$ cat src/rtl/hpu_pkg.sv
// Shared encodings and default widths for the HPU job sequencer.
package hpu_pkg;

    localparam int ITEM_W = 16;
    localparam int ADDR_W = 20;
    localparam int CNT_W  = 32;

    typedef enum logic [2:0] {
        ST_IDLE   = 3'd0,
        ST_INIT   = 3'd1,
        ST_SETTLE = 3'd2,
        ST_RUN    = 3'd3,
        ST_DRAIN  = 3'd4,
        ST_DONE   = 3'd5
    } hpu_state_t;

    typedef enum logic [1:0] {
        ERR_NONE    = 2'b00,
        ERR_ABORT   = 2'b01,
        ERR_TIMEOUT = 2'b10
    } hpu_err_t;

endpackage

$ cat src/rtl/hpu_seq_ctrl_if.sv
// Control, config, stream-observe and status signals of the HPU job sequencer.
// master = register file / datapath side, slave = sequencer.
interface hpu_seq_ctrl_if #(
    parameter int ITEM_W = hpu_pkg::ITEM_W,
    parameter int ADDR_W = hpu_pkg::ADDR_W,
    parameter int CNT_W  = hpu_pkg::CNT_W
);
    logic              start;
    logic              abort;
    logic [ITEM_W-1:0] cfg_item_num;
    logic              cfg_skip_init;
    logic [ADDR_W-1:0] cfg_addr_i;
    logic [ADDR_W-1:0] cfg_addr_j;
    logic [CNT_W-1:0]  cfg_timeout;
    logic              get_fin;
    logic              dst_valid;
    logic              dst_ready;
    logic              dst_last;
    logic              matw;
    logic [ITEM_W-1:0] mat_a;
    logic              run;
    logic [ADDR_W-1:0] addr_i;
    logic [ADDR_W-1:0] addr_j;
    logic              busy;
    logic              done;
    logic [1:0]        err;
    logic              irq;
    logic [2:0]        state_o;
    logic [CNT_W-1:0]  cyc_cnt;

    modport master (
        output start, abort, cfg_item_num, cfg_skip_init, cfg_addr_i, cfg_addr_j, cfg_timeout,
               get_fin, dst_valid, dst_ready, dst_last,
        input  matw, mat_a, run, addr_i, addr_j, busy, done, err, irq, state_o, cyc_cnt
    );

    modport slave (
        input  start, abort, cfg_item_num, cfg_skip_init, cfg_addr_i, cfg_addr_j, cfg_timeout,
               get_fin, dst_valid, dst_ready, dst_last,
        output matw, mat_a, run, addr_i, addr_j, busy, done, err, irq, state_o, cyc_cnt
    );

endinterface

$ cat src/rtl/hpu_watchdog.sv
// Cycle watchdog: counts while enabled, expired pulses in the cycle the count reaches limit.
// Latency: combinational expired from registered count; a zero limit disables it.
// Backpressure: none, purely observes the enable.
module hpu_watchdog #(
    parameter int CNT_W = hpu_pkg::CNT_W
) (
    input  logic             clk,
    input  logic             rst,
    input  logic             clr,
    input  logic             en,
    input  logic [CNT_W-1:0] limit,
    output logic             expired
);

    logic [CNT_W-1:0] cnt_q;

    always_ff @(posedge clk or posedge rst) begin
        if (rst) begin
            cnt_q <= '0;
        end else if (clr) begin
            cnt_q <= '0;
        end else if (en && cnt_q != '1) begin
            cnt_q <= cnt_q + CNT_W'(1);
        end
    end

    // cnt_q counts completed enabled cycles, so this fires in the limit-th enabled cycle
    assign expired = en && (limit != '0) && (cnt_q == limit - CNT_W'(1));

endmodule

$ cat src/rtl/hpu_seq_ctrl.sv
// Sequencer for one HPU job: item-memory generation, settle gap, run until finish and last beat.
// Latency: all outputs registered; one state transition per clock.
// Backpressure: completion waits for a TLAST beat actually accepted (valid & ready).
module hpu_seq_ctrl
    import hpu_pkg::*;
#(
    parameter int ITEM_W = hpu_pkg::ITEM_W,
    parameter int ADDR_W = hpu_pkg::ADDR_W,
    parameter int CNT_W  = hpu_pkg::CNT_W
) (
    input  logic          clk,
    input  logic          rst,
    hpu_seq_ctrl_if.slave bus
);

    hpu_state_t        state_q;
    hpu_err_t          err_q;
    logic [ITEM_W-1:0] item_num_q;
    logic [ITEM_W-1:0] mat_a_q;
    logic [CNT_W-1:0]  timeout_q;
    logic [CNT_W-1:0]  cyc_q;
    logic [ADDR_W-1:0] addr_i_q;
    logic [ADDR_W-1:0] addr_j_q;
    logic              matw_q;
    logic              run_q;
    logic              done_q;
    logic              irq_q;
    logic              last_beat;
    logic              wd_en;
    logic              wd_clr;
    logic              wd_expired;

    assign last_beat = bus.dst_valid & bus.dst_ready & bus.dst_last;
    assign wd_en     = (state_q == ST_RUN) || (state_q == ST_DRAIN);
    assign wd_clr    = (state_q == ST_SETTLE);

    hpu_watchdog #(.CNT_W(CNT_W)) u_watchdog (
        .clk     (clk),
        .rst     (rst),
        .clr     (wd_clr),
        .en      (wd_en),
        .limit   (timeout_q),
        .expired (wd_expired)
    );

    always_ff @(posedge clk or posedge rst) begin
        if (rst) begin
            state_q    <= ST_IDLE;
            err_q      <= ERR_NONE;
            item_num_q <= '0;
            mat_a_q    <= '0;
            timeout_q  <= '0;
            cyc_q      <= '0;
            addr_i_q   <= '0;
            addr_j_q   <= '0;
            matw_q     <= 1'b0;
            run_q      <= 1'b0;
            done_q     <= 1'b0;
            irq_q      <= 1'b0;
        end else begin
            irq_q <= 1'b0;
            if (state_q != ST_IDLE && cyc_q != '1) begin
                cyc_q <= cyc_q + CNT_W'(1);
            end

            if (state_q == ST_IDLE) begin
                // abort in IDLE is ignored, but it still suppresses a coincident start
                if (bus.start && !bus.abort) begin
                    item_num_q <= bus.cfg_item_num;
                    timeout_q  <= bus.cfg_timeout;
                    addr_i_q   <= bus.cfg_addr_i;
                    addr_j_q   <= bus.cfg_addr_j;
                    done_q     <= 1'b0;
                    err_q      <= ERR_NONE;
                    cyc_q      <= '0;
                    mat_a_q    <= '0;
                    if (bus.cfg_skip_init) begin
                        state_q <= ST_SETTLE;
                    end else begin
                        state_q <= ST_INIT;
                        matw_q  <= 1'b1;
                    end
                end
            end else if (bus.abort) begin
                state_q <= ST_IDLE;
                matw_q  <= 1'b0;
                mat_a_q <= '0;
                run_q   <= 1'b0;
                err_q   <= ERR_ABORT;
                irq_q   <= 1'b1;
            end else begin
                case (state_q)
                    ST_INIT: begin
                        // compare before increment so an all-ones item count never wraps
                        if (mat_a_q == item_num_q) begin
                            state_q <= ST_SETTLE;
                            matw_q  <= 1'b0;
                            mat_a_q <= '0;
                        end else begin
                            mat_a_q <= mat_a_q + ITEM_W'(1);
                        end
                    end
                    ST_SETTLE: begin
                        state_q <= ST_RUN;
                        run_q   <= 1'b1;
                    end
                    ST_RUN, ST_DRAIN: begin
                        if (wd_expired) begin
                            state_q <= ST_IDLE;
                            run_q   <= 1'b0;
                            err_q   <= ERR_TIMEOUT;
                            irq_q   <= 1'b1;
                        end else if (last_beat && (state_q == ST_DRAIN || bus.get_fin)) begin
                            state_q <= ST_DONE;
                            run_q   <= 1'b0;
                            done_q  <= 1'b1;
                            irq_q   <= 1'b1;
                        end else if (bus.get_fin) begin
                            state_q <= ST_DRAIN;
                        end
                    end
                    ST_DONE: state_q <= ST_IDLE;
                    default: state_q <= ST_IDLE;
                endcase
            end
        end
    end

    assign bus.matw    = matw_q;
    assign bus.mat_a   = mat_a_q;
    assign bus.run     = run_q;
    assign bus.addr_i  = addr_i_q;
    assign bus.addr_j  = addr_j_q;
    assign bus.busy    = (state_q != ST_IDLE);
    assign bus.done    = done_q;
    assign bus.err     = err_q;
    assign bus.irq     = irq_q;
    assign bus.state_o = state_q;
    assign bus.cyc_cnt = cyc_q;

endmodule
$ cat src/flat_wrapper.sv
// flat-port wrapper written by rule: the top's interface ports become plain ports
module hpu_seq_ctrl_flat import hpu_pkg::*;
#(
    parameter int ITEM_W = hpu_pkg::ITEM_W,
    parameter int ADDR_W = hpu_pkg::ADDR_W,
    parameter int CNT_W  = hpu_pkg::CNT_W
)
  (clk, rst, bus_start, bus_abort, bus_cfg_item_num, bus_cfg_skip_init, bus_cfg_addr_i, bus_cfg_addr_j, bus_cfg_timeout, bus_get_fin, bus_dst_valid, bus_dst_ready, bus_dst_last, bus_matw, bus_mat_a, bus_run, bus_addr_i, bus_addr_j, bus_busy, bus_done, bus_err, bus_irq, bus_state_o, bus_cyc_cnt);
  hpu_seq_ctrl_if #(.ITEM_W(ITEM_W), .ADDR_W(ADDR_W), .CNT_W(CNT_W)) bus_i ();
  input  logic clk;
  input  logic rst;
  input wire logic [$bits(bus_i.start)-1:0] bus_start;
  input wire logic [$bits(bus_i.abort)-1:0] bus_abort;
  input wire logic [$bits(bus_i.cfg_item_num)-1:0] bus_cfg_item_num;
  input wire logic [$bits(bus_i.cfg_skip_init)-1:0] bus_cfg_skip_init;
  input wire logic [$bits(bus_i.cfg_addr_i)-1:0] bus_cfg_addr_i;
  input wire logic [$bits(bus_i.cfg_addr_j)-1:0] bus_cfg_addr_j;
  input wire logic [$bits(bus_i.cfg_timeout)-1:0] bus_cfg_timeout;
  input wire logic [$bits(bus_i.get_fin)-1:0] bus_get_fin;
  input wire logic [$bits(bus_i.dst_valid)-1:0] bus_dst_valid;
  input wire logic [$bits(bus_i.dst_ready)-1:0] bus_dst_ready;
  input wire logic [$bits(bus_i.dst_last)-1:0] bus_dst_last;
  output wire logic [$bits(bus_i.matw)-1:0] bus_matw;
  output wire logic [$bits(bus_i.mat_a)-1:0] bus_mat_a;
  output wire logic [$bits(bus_i.run)-1:0] bus_run;
  output wire logic [$bits(bus_i.addr_i)-1:0] bus_addr_i;
  output wire logic [$bits(bus_i.addr_j)-1:0] bus_addr_j;
  output wire logic [$bits(bus_i.busy)-1:0] bus_busy;
  output wire logic [$bits(bus_i.done)-1:0] bus_done;
  output wire logic [$bits(bus_i.err)-1:0] bus_err;
  output wire logic [$bits(bus_i.irq)-1:0] bus_irq;
  output wire logic [$bits(bus_i.state_o)-1:0] bus_state_o;
  output wire logic [$bits(bus_i.cyc_cnt)-1:0] bus_cyc_cnt;
  assign bus_i.start = bus_start;
  assign bus_i.abort = bus_abort;
  assign bus_i.cfg_item_num = bus_cfg_item_num;
  assign bus_i.cfg_skip_init = bus_cfg_skip_init;
  assign bus_i.cfg_addr_i = bus_cfg_addr_i;
  assign bus_i.cfg_addr_j = bus_cfg_addr_j;
  assign bus_i.cfg_timeout = bus_cfg_timeout;
  assign bus_i.get_fin = bus_get_fin;
  assign bus_i.dst_valid = bus_dst_valid;
  assign bus_i.dst_ready = bus_dst_ready;
  assign bus_i.dst_last = bus_dst_last;
  assign bus_matw = bus_i.matw;
  assign bus_mat_a = bus_i.mat_a;
  assign bus_run = bus_i.run;
  assign bus_addr_i = bus_i.addr_i;
  assign bus_addr_j = bus_i.addr_j;
  assign bus_busy = bus_i.busy;
  assign bus_done = bus_i.done;
  assign bus_err = bus_i.err;
  assign bus_irq = bus_i.irq;
  assign bus_state_o = bus_i.state_o;
  assign bus_cyc_cnt = bus_i.cyc_cnt;
  hpu_seq_ctrl #(.ITEM_W(ITEM_W), .ADDR_W(ADDR_W), .CNT_W(CNT_W)) u_core (.clk(clk), .rst(rst), .bus(bus_i));
endmodule
$ cat config.mk
export PLATFORM = sky130hd
export DESIGN_NAME = hpu_seq_ctrl_flat
export DESIGN_NICKNAME = d
export VERILOG_FILES = /design/src/rtl/hpu_pkg.sv /design/src/rtl/hpu_seq_ctrl_if.sv /design/src/rtl/hpu_watchdog.sv /design/src/rtl/hpu_seq_ctrl.sv /design/src/flat_wrapper.sv
export SDC_FILE = /design/constraint.sdc
export NUM_CORES = 1
export LEC_CHECK = 0
export CAP_MARGIN = 40
export CORE_UTILIZATION = 55
export DETAILED_ROUTE_END_ITERATION = 6
export GPL_TIMING_DRIVEN = 0
export HOLD_SLACK_MARGIN = 0.02
export PLACE_DENSITY = 0.83
export SYNTH_ARGS = -nofsm -noshare
export SYNTH_HDL_FRONTEND = slang
export SYNTH_SLANG_ARGS = --single-unit
$ cat constraint.sdc
create_clock -name clk -period 9.8 [get_ports clk]
set_clock_uncertainty 0.15 [all_clocks]
set_input_delay 1.96 -clock clk [delete_from_list [all_inputs] [get_ports clk]]
set_output_delay 1.96 -clock clk [all_outputs]
set_load 0.02 [all_outputs]
==> results.sh <==
export IMPL_status="finished clean"
export IMPL_slowest_stage="nor3_1"
export IMPL_die_y_um=130
export IMPL_post_cts_buffers=0
export IMPL_netSwitchingPower_mw=1.24
export IMPL_dieArea_mm2=0.0170
export IMPL_final_cell_mix="309 x nand2_1, 194 x clkdlybuf4s50_1, 177 x dfrtp_1, 84 x nor2_1, 58 x xnor2_1"
export IMPL_relSlewSlack=0.527
export IMPL_max_stage_delay_ns=0.62
export IMPL_cp_max_fo=10
export IMPL_hold_slack_ns=0.325
export IMPL_dp_cells=1452
export IMPL_async_flop_share=1.00
export IMPL_post_drt_wl_per_cell_um=16.9
export IMPL_worstMarginPinSlew_ns=0.705
export IMPL_clk_pin_slew_ns=0.07
export IMPL_area_growth_syn_to_layout_pct=31.6
export IMPL_antenna_found_initial=0
export IMPL_synth_seq_area_share=0.488
export IMPL_setup_viol=0
export IMPL_design_area_mm2=0.0120
export IMPL_num_io_pins=195
export IMPL_setup_tns_ns=0
export IMPL_crit_arrival_ns=2.59
export IMPL_cts_buffers_inserted=17
export IMPL_grt_max_degree=98
export IMPL_cts_root_buf="clkbuf_16"
export IMPL_grt_usage=0.305
export IMPL_synth_seq_cells=177
export IMPL_finalHoldViolations=0
export IMPL_synth_cell_type_count=64
export IMPL_r2r_setup_slack_ns=6.11
export IMPL_fin_ws_ns=5.10
export IMPL_timing_rr_start="u_core.timeout_q[6]$_DFFE_PP0P_"
export IMPL_p_comb_frac=0.403
export IMPL_power_density_mw_per_mm2=262
export IMPL_critPathLaunchType="flip-flop"
export IMPL_reg2reg_to="u_core.bus.state_o[0]$_DFFE_PP0P_"
export IMPL_p_int_mw=1.89
export IMPL_clkLatencyLatePin_ns=0.43
export IMPL_setup_worst_path_class="flip-flop to primary output"
export IMPL_reg2reg_depth=10
export IMPL_grt_overflow=0
export IMPL_dr_first_iter_drc_count=648
export IMPL_drtAntennaViolNets=0
export IMPL_min_from="u_core.bus.addr_i[0]$_DFFE_PP0P_"
export IMPL_end_kind="primary output"
export IMPL_dp_hpwl_mm=18.1
export IMPL_n_antenna_cell=0
export IMPL_grt_pass1_vias=7973
export IMPL_crit_chain="clkbuf_1 > nor3_1 > inv_1 > clkdlybuf4s50_1"
export IMPL_worst_ep_required_time_ns=7.69
export IMPL_rsz0062_at_grt="no"
export IMPL_period_share=0.479
export IMPL_num_rows=46
export IMPL_ys_flop_type="dfrtp_1"
export IMPL_routabilityCongestion=0.917
export IMPL_p_leak_nw=5.28
export IMPL_fin_util=0.747
export IMPL_synth_area_mm2=0.00908
export IMPL_cts_sinks=177
export IMPL_drtPass1Iterations=5
export IMPL_netSwitchingFraction=0.395
export IMPL_power_total_mw=3.13
export IMPL_power_share_sequential=0.367
export IMPL_core_area_mm2=0.0160
export IMPL_drive_gt1_frac=0.0363
export IMPL_postSynthCellCount=1040
export IMPL_cts_tree="done"
export IMPL_initial_core_util=0.568
export IMPL_finalNonFillerCells=1483
export IMPL_layout_commonest_cell="nand2_1"
export IMPL_period_minus_slack_ns=4.70
export IMPL_place_ws_ns=5.25
export IMPL_synth_edf_count=0
export IMPL_drc_errors=0
export IMPL_ir_drop_mv=0.162
export IMPL_htree_levels=4
export IMPL_holdPathEnd="u_core.bus.addr_i[0]$_DFFE_PP0P_"
export IMPL_io_buffers=194
export IMPL_die_x_um=130
export IMPL_dr_total_vias=8307
export IMPL_clkPwrFrac=0.230
export IMPL_dpl_cell_area_mm2=0.0113
export IMPL_ys_warn_count=0
export IMPL_finalMaxSlewViolations=0
export IMPL_grt_pass1_wl_mm=39.8
export IMPL_layout_nets=1356
export IMPL_ctsResizeCount=0
export IMPL_holdBufCountCts=0
export IMPL_wl_mm=25.1
export IMPL_drv_cap=0
export IMPL_min_path_cells=2
export IMPL_avgSynthCellArea_um2=8.73
export IMPL_cts_buffer_depth=2
export IMPL_max_freq_mhz=213
export IMPL_viasPerCell=5.60
export IMPL_synth_fp_nets=1141
export IMPL_hold_path_class="flip-flop to flip-flop"
==> synth_stat cells (5+ instances only) <==
library cell,count,share of area
nand3_1,36,0.020
a21oi_1,24,0.013
nand4_1,21,0.014
xor2_1,52,0.050
inv_1,17,0.0070
and4_1,8,0.0077
nor3_1,18,0.0099
and2_1,9,0.0062
o21ai_0,35,0.019
nand4b_1,5,0.0048
nor4_1,12,0.0083
clkbuf_1,40,0.017
nor2b_1,8,0.0055
a21o_1,5,0.0041
or3_1,27,0.019
nor2_1,84,0.035
and3_1,10,0.0069
xnor2_1,58,0.056
mux2i_1,6,0.0066
o31ai_1,7,0.0058
dfrtp_1,177,0.49
nand2_1,309,0.13
nand2b_1,7,0.0048
==> kinds of logic after synthesis <==
logic type                 synth area share
adders and majority gates           0.00551
AOI/OAI and AO/OA                    0.0748
muxes                               0.00785
DFF                                   0.488
and+or+nand+nor                       0.293
buffers and inverters                0.0251
xor gates and xnor gates              0.106
==> power groups by stage <==
| stage | Combinational, mW | Sequential (mW) | Clock (mW) |
|---|---|---|---|
| 3_5_place_dp | 1.25 | 1.15 | 0 |
| 6_report | 1.26 | 1.15 | 0.719 |
| 2_1_floorplan | 0.641 | 1.25 | 0 |
| 3_3_place_gp | 1.21 | 1.14 | 0 |
| 4_1_cts | 1.26 | 1.14 | 0.727 |
| 5_1_grt | 1.38 | 1.17 | 0.757 |
==> metal layers <==
layer  GRT usage  up-vias  wire, um
li1            -     3925         -
met1       0.393     4065     10600
met2       0.501      265     12300
met3      0.0733       52      1500
met4       0.112        0       697
met5           0        -         0
==> layout make-up <==
cell class / count / area [um^2]
sequential: 177 / 4430
multi-input combinational: 803 / 4420
clock buffer: 19 / 443
clock inverter: 12 / 174
buffer: 43 / 164
timing repair buffer: 196 / 1970
inverter: 17 / 71.3
fill: 1179 / 4050
tap: 216 / 270
==> critical path, delay by kind of cell (launching register included) <==
kind,cells,cell delay [ns]
buffers and inverters,3,1.14
DFF,1,0.39
and+or+nand+nor,1,0.62
==> worst max path at each step <==
stage | from | to | cells after the start
3_5_place_dp | bus_abort | u_core.timeout_q[3]$_DFFE_PP0P_ | 8
6_report | u_core.bus.state_o[0]$_DFFE_PP0P_ | bus_busy | 4
2_1_floorplan | rst | u_core.bus.addr_i[0]$_DFFE_PP0P_ | 1
5_1_grt | u_core.bus.state_o[0]$_DFFE_PP0P_ | bus_busy | 4
4_1_cts | u_core.bus.state_o[0]$_DFFE_PP0P_ | bus_busy | 4
3_3_place_gp | rst | u_core.timeout_q[15]$_DFFE_PP0P_ | 2
==> flip-flops by register name, summed over array words and instances, names as in the netlist, 2 cells and up <==
register and cells:
u_core.bus.err 2, u_core.timeout_q 32, u_core.bus.addr_i 20, u_core.bus.state_o 3, u_core.u_watchdog.cnt_q 32, u_core.bus.cyc_cnt 32
u_core.bus.addr_j 20, u_core.item_num_q 16, u_core.bus.mat_a 16
Note: power is estimated with default switching activity, not from simulation.
